--- config.mk ---
export PLATFORM = sky130hd
export DESIGN_NAME = seq_detector
export DESIGN_NICKNAME = d
export VERILOG_FILES = /design/src/rtl/seq_det_pkg.sv /design/src/rtl/seq_det_counter.sv /design/src/rtl/seq_detector.sv
export SDC_FILE = /design/constraint.sdc
export NUM_CORES = 1
export LEC_CHECK = 0
export CAP_MARGIN = 0
export CORE_MARGIN = 2
export CORE_UTILIZATION = 53
export DETAILED_ROUTE_END_ITERATION = 8
export PLACE_DENSITY = 0.87
export SYNTH_ARGS = -nofsm -noshare
export SYNTH_HDL_FRONTEND = slang
export SYNTH_HIERARCHICAL = 1
export SYNTH_SLANG_ARGS = --single-unit
export TNS_END_PERCENT = 50
--- constraint.sdc ---
create_clock -name clk -period 4.1 [get_ports clk]
set_clock_uncertainty 0.1 [all_clocks]
set_input_delay 1.025 -clock clk [delete_from_list [all_inputs] [get_ports clk]]
set_output_delay 1.025 -clock clk [all_outputs]
set_load 0.02 [all_outputs]
--- src/rtl/seq_det_pkg.sv ---
// Shared constants and helpers for the serial pattern detector family.
// Holds the default pattern, the mode encodings and the state-width function.
package seq_det_pkg;

    localparam int DEF_PAT_W = 4;
    localparam logic [DEF_PAT_W-1:0] DEF_PATTERN = 4'b1011;

    localparam bit OVERLAP_OFF = 1'b0;
    localparam bit OVERLAP_ON  = 1'b1;

    localparam bit MOORE_OUT = 1'b0;
    localparam bit MEALY_OUT = 1'b1;

    // Smallest w with 2**w >= n, used to size the matched-prefix state.
    function automatic int stateWidth(input int n);
        int w;
        w = 0;
        for (int i = 0; i < 31; i++) begin
            if ((1 << i) < n) begin
                w = i + 1;
            end
        end
        return w;
    endfunction

endpackage

--- src/rtl/seq_det_counter.sv ---
// Saturating up-counter with synchronous clear and reset.
// Reset beats clear, clear beats increment; the count sticks at all ones.
module seq_det_counter #(
    parameter int CNT_W = 8
) (
    input  logic             clk,
    input  logic             reset,
    input  logic             inc_i,
    input  logic             clear_i,
    output logic [CNT_W-1:0] count_o
);

    logic [CNT_W-1:0] count_q;
    logic [CNT_W-1:0] count_d;

    always_comb begin
        count_d = count_q;
        if (clear_i) begin
            count_d = '0;
        end else if (inc_i && (count_q != '1)) begin
            count_d = count_q + 1'b1;
        end
    end

    always_ff @(posedge clk) begin
        if (reset) begin
            count_q <= '0;
        end else begin
            count_q <= count_d;
        end
    end

    assign count_o = count_q;

endmodule

--- src/rtl/seq_detector.sv ---
// Serial pattern detector: tracks the longest matched pattern prefix per bit,
// flags each full match (Moore or Mealy timed) and counts matches.
module seq_detector
    import seq_det_pkg::*;
#(
    parameter int               PAT_W   = DEF_PAT_W,
    parameter logic [PAT_W-1:0] PATTERN = DEF_PATTERN,
    parameter bit               OVERLAP = OVERLAP_ON,
    parameter bit               MEALY   = MOORE_OUT,
    parameter int               CNT_W   = 8,
    localparam int              SW      = stateWidth(PAT_W + 1)
) (
    input  logic             clk,
    input  logic             reset,
    input  logic             in_valid_i,
    input  logic             din_i,
    input  logic             clear_i,
    output logic             match_o,
    output logic [CNT_W-1:0] count_o,
    output logic [SW-1:0]    state_o
);

    typedef enum logic [1:0] {
        PHASE_RESET,
        PHASE_RUN
    } phase_t;

    logic [SW-1:0]    state_q;
    logic [SW-1:0]    state_d;
    logic [PAT_W-2:0] hist_q;
    logic [PAT_W-2:0] hist_d;
    logic [SW-1:0]    histLen_q;
    logic [SW-1:0]    histLen_d;
    logic             match_q;
    phase_t           phase_q;

    logic [PAT_W-1:0] window;
    logic [PAT_W:1]   prefixHit;
    logic             hit;

    // Newest bit sits at the LSB, so window[k-1:0] is the last k accepted bits.
    assign window = {hist_q, din_i};
    assign hist_d = window[PAT_W-2:0];

    for (genvar k = 1; k <= PAT_W; k++) begin : g_prefix
        if (k == 1) begin : g_first
            assign prefixHit[k] = (window[0] == PATTERN[PAT_W-1]);
        end else begin : g_longer
            assign prefixHit[k] = (histLen_q >= SW'(k - 1)) &&
                                  (window[k-1:0] == PATTERN[PAT_W-1 -: k]);
        end
    end

    always_comb begin
        state_d = '0;
        for (int i = 1; i <= PAT_W; i++) begin
            if (prefixHit[i]) begin
                state_d = SW'(i);
            end
        end
    end

    assign hit = in_valid_i && (state_d == SW'(PAT_W));

    // Without overlap a match empties the history so the next bit starts fresh.
    always_comb begin
        histLen_d = histLen_q;
        if (hit && !OVERLAP) begin
            histLen_d = '0;
        end else if (histLen_q < SW'(PAT_W - 1)) begin
            histLen_d = histLen_q + 1'b1;
        end
    end

    always_ff @(posedge clk) begin
        if (reset) begin
            phase_q   <= PHASE_RESET;
            state_q   <= '0;
            hist_q    <= '0;
            histLen_q <= '0;
            match_q   <= 1'b0;
        end else begin
            phase_q <= PHASE_RUN;
            match_q <= hit;
            if (in_valid_i) begin
                state_q   <= state_d;
                hist_q    <= hist_d;
                histLen_q <= histLen_d;
            end
        end
    end

    assign match_o = MEALY ? hit : match_q;
    assign state_o = state_q;

    seq_det_counter #(
        .CNT_W(CNT_W)
    ) u_counter (
        .clk     (clk),
        .reset   (reset),
        .inc_i   (hit),
        .clear_i (clear_i),
        .count_o (count_o)
    );

endmodule

* After elaboration in Yosys (flattened, before gate mapping)
Index checks and enable logic that the tools add are counted.
** Storage, ports and cells
- Input port bits :: 5
- Register bits after elaboration :: 18
- Output and inout bits :: 12
- Word-level logic and storage cells :: 27
** Operators by class
- Multiplexer cells :: 4
- $add $sub $neg :: 2
- Reduce and logical (&&, ||, !) cells :: 7
- Equal/unequal tests :: 5
- $lt $le $gt $ge :: 4
** Operator list (number)
- 8-bit by 1-bit adder with 8-bit output (second input constant) :: 1
- 8-bit inequality test (second input constant) :: 1
- 3-bit == test (second input constant) :: 2
- 3-bit by 2-bit >= comparator with 1-bit output (second input constant) :: 2
- 3-bit two-way mux :: 2
- 1-bit logical AND :: 5
- 4-bit == test (second input constant) :: 1
- 3-bit by 1-bit adder with 3-bit output (second input constant) :: 1
- 3-bit by 1-bit >= comparator with 1-bit output (second input constant) :: 1
- 3-bit by 2-bit < comparator with 1-bit output (second input constant) :: 1
- 2-bit == test (second input constant) :: 1
- 2-bit two-way mux :: 1
- 2-bit AND reduction :: 1
- 2-bit OR reduction :: 1
- 1-bit two-way mux :: 1

* Logic depth before layout (Yosys ltp)
- Depth after elaboration :: 8
- Mapped depth :: 8
- Mapped depth without buffers :: 8

* Cells and area by module
Netlist, hierarchy kept.
** Modules (own cells, without submodules)
- seq_detector :: cells an instance 50, seq. area each 200.2 µm², area an instance 473.0 µm², instances 1
- seq_det_counter :: cells an instance 47, seq. area each 160.2 µm², area an instance 435.4 µm², instances 1

* Worst setup path before layout
No wires, ideal clock.
- Path type :: in2reg
- From :: in din_i
- To :: reg u_counter.count_q[5], in the netlist u_counter/count_o[5]
- Library setup time :: 100 ps
- Data arrival time :: 2176 ps
- Data required time :: 3900 ps
- Cell stages on the path :: 6
- Slack :: 1725 ps
- Buffers on the path :: 0
- Path through :: nand4b_1 -> a21oi_2 -> and2_2 -> and4_1 -> a31oi_1 -> a2111oi_4
** On the way
- Cells in the longest elaborated chain, start to end :: 8
- Elaborated cells on any way between the ends :: 13
- Classes of those cells :: 4 x eq/ne; 4 x mux; 5 x reduce/logical
** Ends and longest elaborated chain
- from (decl) :: RTL line seq_detector.sv:16 : input logic din_i,
- 2-bit == test :: RTL line seq_detector.sv:50 : (window[k-1:0] == PATTERN[PAT_W-1 -: k]);
- 1-bit logical AND :: RTL line seq_detector.sv:49 : assign prefixHit[k] = (histLen_q >= SW'(k - 1)) &&
- 2-bit two-way mux :: RTL line seq_detector.sv:57 : if (prefixHit[i]) begin
- 3-bit two-way mux :: RTL line seq_detector.sv:57
- 3-bit two-way mux * :: RTL line seq_detector.sv:57
- 3-bit == test * :: RTL line seq_detector.sv:63 : assign hit = in_valid_i && (state_d == SW'(PAT_W));
- 1-bit logical AND * :: RTL line seq_detector.sv:63
- net hit :: RTL line seq_detector.sv:39 : logic hit;
- 1-bit logical AND * :: RTL line seq_det_counter.sv:20 : end else if (inc_i && (count_q != '1)) begin
- to (signal assigned) :: RTL line seq_det_counter.sv:29 : count_q <= count_d;
- to (decl) :: RTL line seq_det_counter.sv:13 : logic [CNT_W-1:0] count_q;
The timed path passes the listed nets; every way through them passes the cells marked *.
A chain may end at the register's enable or synchronous reset.

* Final worst setup path
- From :: in din_i
- To :: reg u_counter.count_q[6], in the netlist u_counter/count_o[6]
The elaborated chain is that of the path after synthesis.

==> results_dict.tcl <==
set metrics [dict create \
    status "completed" \
    cts_tree "yes" \
    synthToLayoutAreaGrowth_pct 20.11 \
    crit_fanout 5 \
    max_slew_margin_pct 57.27 \
    cts.repair.resized 0 \
    cts_hold_buffers 0 \
    yosys_register_bits 18 \
    hold_path.class "reg2reg" \
    core_sq_um 1559 \
    synth_cell_types 34 \
    cts.sinks 18 \
    rr_worst_depth 8 \
    clkTransAtPathRegs_ps 100 \
    yosysSeqAreaShare_pct 39.67 \
    final_cell_mix "18 x dfxtp_1, 16 x clkdlybuf4s50_1, 10 x nand2_1, 8 x a21oi_1, 7 x mux2i_1" \
    wirelength_um 1790 \
    grt_usage_pct 19.50 \
    crit_path_start_kind "input pin" \
    hold_path_depth 2 \
    io_pins 17 \
    clk_latency_ps 290 \
    power_density_nw_per_um2 272.3 \
    cts_buffer_depth 2 \
    totalNegativeSetupSlack_ps 0 \
    die_y_um 45.40 \
    grt_pass1_wl_um 2932 \
    dp_hpwl_um 1302 \
    initial_core_util_pct 58.27 \
    vias 769 \
    antenna_cells 0 \
    rsz0062_at_grt "no" \
    route.detailed.wl_per_inst_um 13.88 \
    dr.first_iter.drc_count 13 \
    critPathTopFamily "simple AND/OR/NAND/NOR gates" \
    synth_area_leaders "dfxtp_1 40%, mux2i_1 7.7%, ha_1 5.5%" \
    fmax_mhz 366.2 \
    min_period_ps 2730 \
    arrival_ps 2820 \
    hold_slack_ps 396.3 \
    p_leak_nw 0.4096 \
    hold_viol 0 \
    period_share_pct 66.60 \
    cts_root_buf "clkbuf_4" \
    path_class "in2reg" \
    post_cts_buffers 0 \
    routabilityCongestion 0.7631 \
    end_kind "register" \
    max_stage_delay_ps 510 \
    setup_viol 0 \
    drive_gt1_share_pct 7.965 \
    cts_buffers 3 \
    drv_cap 0 \
    syn_nets 106 \
    path_depth 7 \
    first_pass_iters 4 \
    die-width_um 45.40 \
    yosysTopAreaCellShare_pct 39.67 \
    synth_area_sq_um 908.4 \
    layout_commonest_cell "dfxtp_1" \
    htree_levels 1 \
    numPortBuffers 16 \
    fp-row-count 14 \
    worst_slew_pin_slew_ps 639.0 \
    antenna_found_initial 0 \
    maxSlewViolCount 0 \
    drc 0 \
    final_nets 124 \
    grt_pass1_vias 686 \
    path_buf_inv 1 \
    synth_cells 97 \
    antenna_left 0 \
    yosysTopAreaCell "dfxtp_1" \
    grt.overflow.total 0 \
    cpMaxStageDelayCell "clkdlybuf4s50_1" \
    yosysWarnings 6 \
    routed_via_density 5.961 \
    required_ps 4190 \
    ir_drop_uv 222.8 \
    avgSynthCellArea_sq_um 9.365 \
    dieArea_sq_um 2061 \
    grt_max_degree 17 \
    crit_chain "clkdlybuf4s50_1, nand4b_1, a21oi_2, and2_2, nand3_1, or4_1, and3_1" \
]
==> final cells by class <==
class,count,area [sq um]
clock buffer,3,22.52
timing repair buffer,16,160.2
inverter,4,15.01
sequential,18,360.3
multi-input combinational,72,513.0
fill,113,467.9
tap,16,20.02
==> power by group <==
| group | internal (mW) | switching [mW] |
|---|---|---|
| clock | 0.0341 | 0.0510 |
| combinational | 0.0127 | 0.0160 |
| sequential | 0.179 | 0.00435 |
| total | 0.226 | 0.0713 |
==> sequential cells by signal (all words and copies together) (netlist names) <==
signal,count
match_o,1
hist_q,3
histLen_q,3
state_o,3
u_counter/count_o,8
==> per-stage QoR <==
step	std cells	setup WS, ps	instance area [sq um]	utilization, %	power, mW
finish	129	1370	1091	69.98	0.2971
global route	129	1256	1091	69.98	0.3086
CTS	129	1382	1091	69.98	0.2989
detailed placement	126	1075	1069	68.54	0.2153
global placement	126	1131	1069	68.54	0.2148
floorplan	97	1725	908.4	-	0.2042
==> cell families (layout without fill, tap and decap cells) <==
logic type	after synthesis	after routing	synth area share, %
and+or+nand+nor	42	42	26.72
buffers and inverters	7	23	3.855
adders and majority gates	4	4	5.510
muxes	7	7	7.714
AOI/OAI and AO/OA	19	19	16.53
DFF	18	18	39.67
==> worst register-to-register path: stages, from the launching register on <==
cell	delay [ps]
dfxtp_1	360
ha_1	210
ha_1	170
nor2_1	130
a21oi_2	100
and2_2	220
and4_1	250
and3_1	220
a2111oi_4	270
==> Yosys cell counts <==
master	instances
inv_1	4
o21ai_0	2
nand2_1	10
a31oi_1	1
or3_1	3
nand3_1	3
and4_1	2
nand4b_1	1
or2b_1	1
and3b_1	1
nand2b_1	1
buf_2	1
nand4_1	2
a2111oi_4	1
o31ai_2	1
nor2_1	4
and3_1	4
or4_1	1
a31o_2	1
nand3b_1	2
a21oi_2	1
or2_0	1
nor3_1	1
nor4_1	1
mux2i_1	7
buf_4	2
a41o_1	1
and2_2	1
ha_1	4
nor3b_1	3
dfxtp_1	18
a21boi_2	1
a21boi_1	2
a21oi_1	8
==> per-layer routing <==
layer / vias up / track usage [%] / part of all wire, %
met3: 2 / 2.381 / 3.9
met1: 349 / 26.38 / 47
met5: - / 0 / 0
met2: 29 / 31.83 / 48
li1: 389 / - / -
met4: 0 / 7.059 / 0.56
==> path summary, 6_finish.rpt <==
| path | to | slack (ps) | start |
|---|---|---|---|
| worst max-delay path | u_counter/count_o[6]$_SDFFE_PP0P_ | 1370 | din_i |
| worst min-delay path | u_counter/count_o[1]$_SDFFE_PP0P_ | 400 | u_counter/count_o[1]$_SDFFE_PP0P_ |
| worst max register to register | u_counter/count_o[5]$_SDFFE_PP0P_ | 1960 | histLen_q[0]$_SDFFE_PP0P_ |
| worst min register to register | u_counter/count_o[1]$_SDFFE_PP0P_ | 400 | u_counter/count_o[1]$_SDFFE_PP0P_ |
Power figures use the tool's default switching activity.
